`src/rtl/rdi_sb_pkg.sv`:
```
// Shared definitions for the RDI sideband message arbiter: message numbers,
// arbiter state encoding and default timeout lengths.
package rdi_sb_pkg;

  // Sideband message numbers used by the PM entry and link-management sources
  localparam logic [3:0] Req_L1    = 4'd2;
  localparam logic [3:0] Req_L2    = 4'd3;
  localparam logic [3:0] Rsp_PMNAK = 4'd9;
  localparam logic [3:0] Rsp_L1    = 4'd10;
  localparam logic [3:0] Rsp_L2    = 4'd11;

  // Arbiter state; GAP differs from SEND in one bit so both "busy" states share bit 0
  typedef enum logic [1:0] {
    IDLE = 2'b00,
    SEND = 2'b01,
    GAP  = 2'b11
  } arb_state_e;

  // Grant timeout lengths equal to 2 us at the usual sideband clock rates
  localparam int TIMEOUT_CYC_100MHZ = 200;
  localparam int TIMEOUT_CYC_200MHZ = 400;

endpackage

```
`src/rtl/rdi_rr_picker.sv`:
```
// Round-robin pick among requesters 1..NUM_REQ-1. Requester 0 is handled by the
// strict-priority override in the arbiter, so bit 0 of the winner is always 0.
module rdi_rr_picker #(
  parameter int NUM_REQ = 3,
  parameter int IDX_W   = 2
) (
  input  logic [NUM_REQ-1:1] req_valid,
  input  logic [IDX_W-1:0]   rr_ptr,
  output logic [NUM_REQ-1:0] win_oh,
  output logic               win_any
);

  // First valid requester at or above the pointer, else the first one below it
  always_comb begin
    win_oh  = '0;
    win_any = 1'b0;
    for (int k = 1; k < NUM_REQ; k++) begin
      if (!win_any && req_valid[k] && (k >= int'(rr_ptr))) begin
        win_oh[k] = 1'b1;
        win_any   = 1'b1;
      end
    end
    for (int k = 1; k < NUM_REQ; k++) begin
      if (!win_any && req_valid[k] && (k < int'(rr_ptr))) begin
        win_oh[k] = 1'b1;
        win_any   = 1'b1;
      end
    end
  end

endmodule

```
`src/rtl/rdi_sb_msg_arbiter.sv`:
```
// Arbiter for the single RDI sideband message channel. Requester 0 (responses)
// wins outright; the others share the channel round-robin. One message per
// grant, ended by the sideband done or by a timeout, followed by a one-cycle gap.
module rdi_sb_msg_arbiter
  import rdi_sb_pkg::*;
#(
  parameter int NUM_REQ     = 3,
  parameter int TIMEOUT_CYC = TIMEOUT_CYC_200MHZ,
  parameter int CNT_W       = 9
) (
  input  logic                       i_clk,
  input  logic                       i_rst_n,
  input  logic                       i_flush,
  input  logic [NUM_REQ-1:0]         i_req_valid,
  input  logic [4*NUM_REQ-1:0]       i_req_msg_no,
  output logic [NUM_REQ-1:0]         o_grant,
  output logic [NUM_REQ-1:0]         o_req_done,
  output logic                       o_sb_msg_valid,
  output logic [3:0]                 o_sb_msg_no,
  input  logic                       i_sb_msg_done,
  output logic                       o_timeout_err,
  output logic [$clog2(NUM_REQ)-1:0] o_timeout_idx
);

  localparam int IDX_W = $clog2(NUM_REQ);

  arb_state_e         state_q, state_d;
  logic [IDX_W-1:0]   owner_q, owner_d;
  logic [IDX_W-1:0]   ptr_q, ptr_d;
  logic [CNT_W-1:0]   cnt_q, cnt_d;
  logic [NUM_REQ-1:0] grant_d, done_d;
  logic               valid_d, err_d;
  logic [3:0]         msg_d;
  logic [IDX_W-1:0]   tidx_d;

  logic [NUM_REQ-1:0] rr_win;
  logic               rr_any;
  logic [NUM_REQ-1:0] win_oh;
  logic               win_any;
  logic [IDX_W-1:0]   win_idx;
  logic [3:0]         win_msg;

  // Pointer after a completed grant to requester k: k+1, wrapping back to 1
  function automatic logic [IDX_W-1:0] next_ptr(input logic [IDX_W-1:0] k);
    if (int'(k) >= NUM_REQ - 1) return IDX_W'(1);
    return k + IDX_W'(1);
  endfunction

  rdi_rr_picker #(
    .NUM_REQ (NUM_REQ),
    .IDX_W   (IDX_W)
  ) u_rr_picker (
    .req_valid (i_req_valid[NUM_REQ-1:1]),
    .rr_ptr    (ptr_q),
    .win_oh    (rr_win),
    .win_any   (rr_any)
  );

  // Requester 0 overrides the round-robin winner; decode its index and message
  always_comb begin
    win_oh  = i_req_valid[0] ? NUM_REQ'(1) : rr_win;
    win_any = i_req_valid[0] | rr_any;
    win_idx = '0;
    win_msg = '0;
    for (int k = 0; k < NUM_REQ; k++) begin
      if (win_oh[k]) begin
        win_idx = IDX_W'(k);
        win_msg = i_req_msg_no[4*k +: 4];
      end
    end
  end

  // Next state and next register values for the grant FSM
  always_comb begin
    state_d = state_q;
    owner_d = owner_q;
    ptr_d   = ptr_q;
    cnt_d   = cnt_q;
    grant_d = '0;
    done_d  = '0;
    valid_d = 1'b0;
    err_d   = 1'b0;
    msg_d   = o_sb_msg_no;
    tidx_d  = o_timeout_idx;

    if (i_flush) begin
      state_d = IDLE;
      cnt_d   = '0;
    end else begin
      case (state_q)
        IDLE: begin
          if (win_any) begin
            state_d = SEND;
            owner_d = win_idx;
            grant_d = win_oh;
            valid_d = 1'b1;
            msg_d   = win_msg;
            cnt_d   = '0;
          end
        end
        SEND: begin
          grant_d = o_grant;
          valid_d = 1'b1;
          cnt_d   = cnt_q + CNT_W'(1);
          // done beats a timeout that expires in the same cycle
          if (i_sb_msg_done) begin
            state_d = GAP;
            grant_d = '0;
            valid_d = 1'b0;
            done_d  = o_grant;
            if (owner_q != '0) ptr_d = next_ptr(owner_q);
          end else if (cnt_q == CNT_W'(TIMEOUT_CYC - 1)) begin
            state_d = GAP;
            grant_d = '0;
            valid_d = 1'b0;
            err_d   = 1'b1;
            tidx_d  = owner_q;
            if (owner_q != '0) ptr_d = next_ptr(owner_q);
          end
        end
        GAP: begin
          state_d = IDLE;
        end
        default: begin
          state_d = IDLE;
        end
      endcase
    end
  end

  // State, latches and registered outputs
  always_ff @(posedge i_clk or negedge i_rst_n) begin
    if (!i_rst_n) begin
      state_q        <= IDLE;
      owner_q        <= '0;
      ptr_q          <= IDX_W'(1);
      cnt_q          <= '0;
      o_grant        <= '0;
      o_req_done     <= '0;
      o_sb_msg_valid <= 1'b0;
      o_sb_msg_no    <= '0;
      o_timeout_err  <= 1'b0;
      o_timeout_idx  <= '0;
    end else begin
      state_q        <= state_d;
      owner_q        <= owner_d;
      ptr_q          <= ptr_d;
      cnt_q          <= cnt_d;
      o_grant        <= grant_d;
      o_req_done     <= done_d;
      o_sb_msg_valid <= valid_d;
      o_sb_msg_no    <= msg_d;
      o_timeout_err  <= err_d;
      o_timeout_idx  <= tidx_d;
    end
  end

endmodule

```
`config.mk`:
```
export PLATFORM = sky130hd
export DESIGN_NAME = rdi_sb_msg_arbiter
export DESIGN_NICKNAME = d
export VERILOG_FILES = /design/src/rtl/rdi_sb_pkg.sv /design/src/rtl/rdi_rr_picker.sv /design/src/rtl/rdi_sb_msg_arbiter.sv
export SDC_FILE = /design/constraint.sdc
export NUM_CORES = 1
export LEC_CHECK = 0
export BUFFER_PORTS_ARGS = -buffer_cell sky130_fd_sc_hd__buf_2
export CAP_MARGIN = 20
export CORE_ASPECT_RATIO = 0.5
export CORE_MARGIN = 2
export CORE_UTILIZATION = 36
export DETAILED_ROUTE_END_ITERATION = 6
export GPL_TIMING_DRIVEN = 0
export RECOVER_POWER = 25
export SYNTH_ARGS = -nofsm -noshare
export SYNTH_HDL_FRONTEND = slang
export SYNTH_HIERARCHICAL = 1
export SYNTH_SLANG_ARGS = --single-unit
```
`constraint.sdc`:
```
create_clock -name i_clk -period 3 [get_ports i_clk]
set_input_delay 0.15 -clock i_clk [delete_from_list [all_inputs] [get_ports i_clk]]
set_output_delay 0.15 -clock i_clk [all_outputs]
set_load 0.05 [all_outputs]
```
==> flow_summary.json <==
{
  "status": "complete, but fails checks",
  "violations": "max-capacitance violations, max-slew violations",
  "drt_iter0_markers": 37,
  "place_area_mm2": 0.00165,
  "wl_per_cell_um": 13.0,
  "final_area_mm2": 0.00179,
  "ir_drop_uv": 251,
  "ys_seq_area_share_pct": 51.1,
  "area_delta_synth_final_pct": 25.7,
  "drc": 0,
  "final_common_cell": "buf_2",
  "clk_pin_slew_ns": 0.06,
  "die_x_um": 92.9,
  "rsz0062_at_grt": "false",
  "vias": 1176,
  "grt_overflow": 0,
  "routabilityCongestion": 0.788,
  "grt_pass1_wl_um": 5410,
  "antenna_left": 0,
  "port_buffers": 31,
  "worst-path-buf-inv": 2,
  "cts_resized": 0,
  "grt_start_max_net_pins": 30,
  "crit_chain": "dlygate4sd3_1 -> clkbuf_1",
  "synth_edf_count": 0,
  "syn-num-nets": 163,
  "clock-root-buffer": "clkbuf_8",
  "final_cell_mix": "32 x buf_2, 28 x dfrtp_1, 13 x nor2_1, 13 x o21ai_0, 13 x a21oi_1",
  "boundaryPins": 33,
  "antenna-diode-count": 0,
  "drv_slew": 30,
  "wirelength_um": 3080,
  "coreArea_mm2": 0.00384,
  "cp.required_ns": 3.11,
  "tns_ns": 0,
  "synth-main-ff-cell": "dfrtp_1",
  "nets": 202,
  "die_h_um": 48.5,
  "max_freq_mhz": 587,
  "start_util_pct": 37.0,
  "fillers": 378,
  "drive_gt1_share_pct": 27.3,
  "syn_inst": 143,
  "slew_headroom_pct": -4.70,
  "period_needed_ns": 1.70,
  "critical-path-top-delay-family": "buffers and inverters",
  "synth.distinct_cells": 42,
  "clk_path_buf_depth": 2,
  "worst-path-max-fanout": 29,
  "vias_per_cell": 4.96,
  "startpoint_type": "primary input",
  "post_cts_buffers": 0,
  "ys_ff_latch": 29,
  "die_area_mm2": 0.00450,
  "synthArstFlopShare_pct": 100,
  "preCtsSetupSlack_ns": 1.40,
  "critPathKind": "in2async",
  "critical_path_arrival_ns": 1.82,
  "rows": 16,
  "dp_hpwl_um": 2170,
  "syn_area_mm2": 0.00142,
  "finalWorstSetupSlack_ns": 1.30,
  "finalHoldViolCount": 0,
  "endpoint_kind": "async pin",
  "tritoncts": "built",
  "p_per_area_mw_per_mm2": 631,
  "clk_latency_ns": 0.29,
  "cp_slowest_cell": "clkbuf_1",
  "htree_levels": 2,
  "setup_viol": 0,
  "grt_usage_pct": 15.6,
  "cts_buffers": 5,
  "postSynthAreaPerCell_um2": 9.96,
  "critPathMaxStageDelay_ns": 1.14,
  "max_cap_violations": 1,
  "cts.sinks": 29,
  "firstDrtPassIters": 4,
  "ys_warn_count": 6,
  "skew_ns": 0.00543,
  "tightest_slew_ns": 1.57,
  "period_share_pct": 56.8,
  "hp-class": "in2reg",
  "grt_pass1_vias": 1146,
  "power_leakage_nw": 0.892,
  "antenna_found_initial": 0
}
worst min-delay path, delay by kind of cell:
family | cells | cell delay [ns]
AND/OR/NAND/NOR | 1 | 0.09
buffers and inverters | 1 | 0.09
AO/OA/AOI/OAI | 1 | 0.06
power breakdown:
| group | total (W) | internal, W | switching (W) |
|---|---|---|---|
| Combinational | 0.000191 | 0.0000653 | 0.000125 |
| Clock | 0.000485 | 0.000330 | 0.000156 |
| Sequential | 0.000453 | 0.000429 | 0.0000244 |
timing repair:
item                       CTS  global route
hold endpoints to repair    28             0
hold buffers                 1             0
setup endpoints to repair    0             0
layout make-up:
cell class              count  area (um^2)  share of cell area (%)
clock inverters             3         65.1                    3.64
multi-input cells         102          634                    35.5
repair buffers             32          164                    9.16
flip-flops and latches     29          727                    40.6
clock buffers               5         68.8                    3.85
well taps                  54         67.6                    3.78
plain buffers               7         43.8                    2.45
inverters                   5         18.8                    1.05
stage by stage:
| stage | cells | power (W) | util [%] | hold slack [ns] |
|---|---|---|---|---|
| 6_report | 237 | 0.00113 | 46.5 | 0.152 |
| 5_1_grt | 237 | 0.00118 | 46.5 | 0.156 |
| 3_5_place_dp | 228 | 0.000652 | 42.8 | 0.218 |
| 2_1_floorplan | 143 | 0.000592 | - | -0.146 |
| 4_1_cts | 237 | 0.00115 | 46.6 | 0.143 |
| 3_3_place_gp | 228 | 0.000648 | 42.8 | 0.215 |
state kept, by name, summed over array words and instances, names as in the netlist:
signal          count
cnt_q               9
o_timeout_idx       2
owner_q             2
o_sb_msg_no         4
state_q             2
o_req_done          3
ptr_q               2
o_sb_msg_valid      1
o_timeout_err       1
o_grant             3
per-layer routing:
layer / up-vias / wire length (um) / track usage (%)
met1: 546 / 1510 / 20.4
li1: 601 / - / -
met3: 7 / 128 / 4.21
met2: 22 / 1390 / 23.6
met4: 0 / 53 / 8.58
met5: - / 0 / 0
synth_stat cells (2+ instances only):
| cell type | n | share of area (%) |
|---|---|---|
| buf_2 | 2 | 0.70 |
| nand2_1 | 11 | 2.9 |
| or4_1 | 2 | 1.1 |
| a21oi_1 | 13 | 4.6 |
| inv_1 | 5 | 1.3 |
| a21o_1 | 2 | 1.1 |
| o2bb2ai_1 | 4 | 2.5 |
| and3_2 | 2 | 1.1 |
| clkbuf_1 | 2 | 0.53 |
| mux2_1 | 2 | 1.6 |
| nand3_1 | 3 | 1.1 |
| nor2_1 | 13 | 3.4 |
| buf_4 | 2 | 1.1 |
| o21ai_0 | 13 | 4.6 |
| and3_1 | 6 | 2.6 |
| o31ai_1 | 6 | 3.2 |
| nand2b_1 | 2 | 0.88 |
| or3_1 | 2 | 0.88 |
| dfrtp_1 | 28 | 49 |
logic make-up (layout without fill, tap and decap cells):
logic type	Yosys count	count (layout)	synth area share, %
other	1	1	0.263
flip-flops	29	29	51.1
adder cells (fa/ha/maj)	1	1	0.879
multiplexers	2	2	1.58
AO/OA/AOI/OAI	44	44	19.2
AND/OR/NAND/NOR	54	54	22.7
buffers and inverters	12	52	4.39
path summary, 6_finish.rpt:
check	from	endpoint	slack (ns)	cells past startpoint
hold / removal	i_req_msg_no[9]	o_sb_msg_no[1]	0.15	3
hold reg to reg	ptr_q[0]	ptr_q[0]	0.47	2
max in group i_clk	state_q[1]	owner_q[0]	1.39	5
min in group asynchronous	i_rst_n	cnt_q[0]	0.79	2
setup / recovery	i_rst_n	o_req_done[2]	1.30	2
setup reg to reg	state_q[1]	owner_q[0]	1.39	5
No activity file was read; power rests on OpenSTA's default activity.
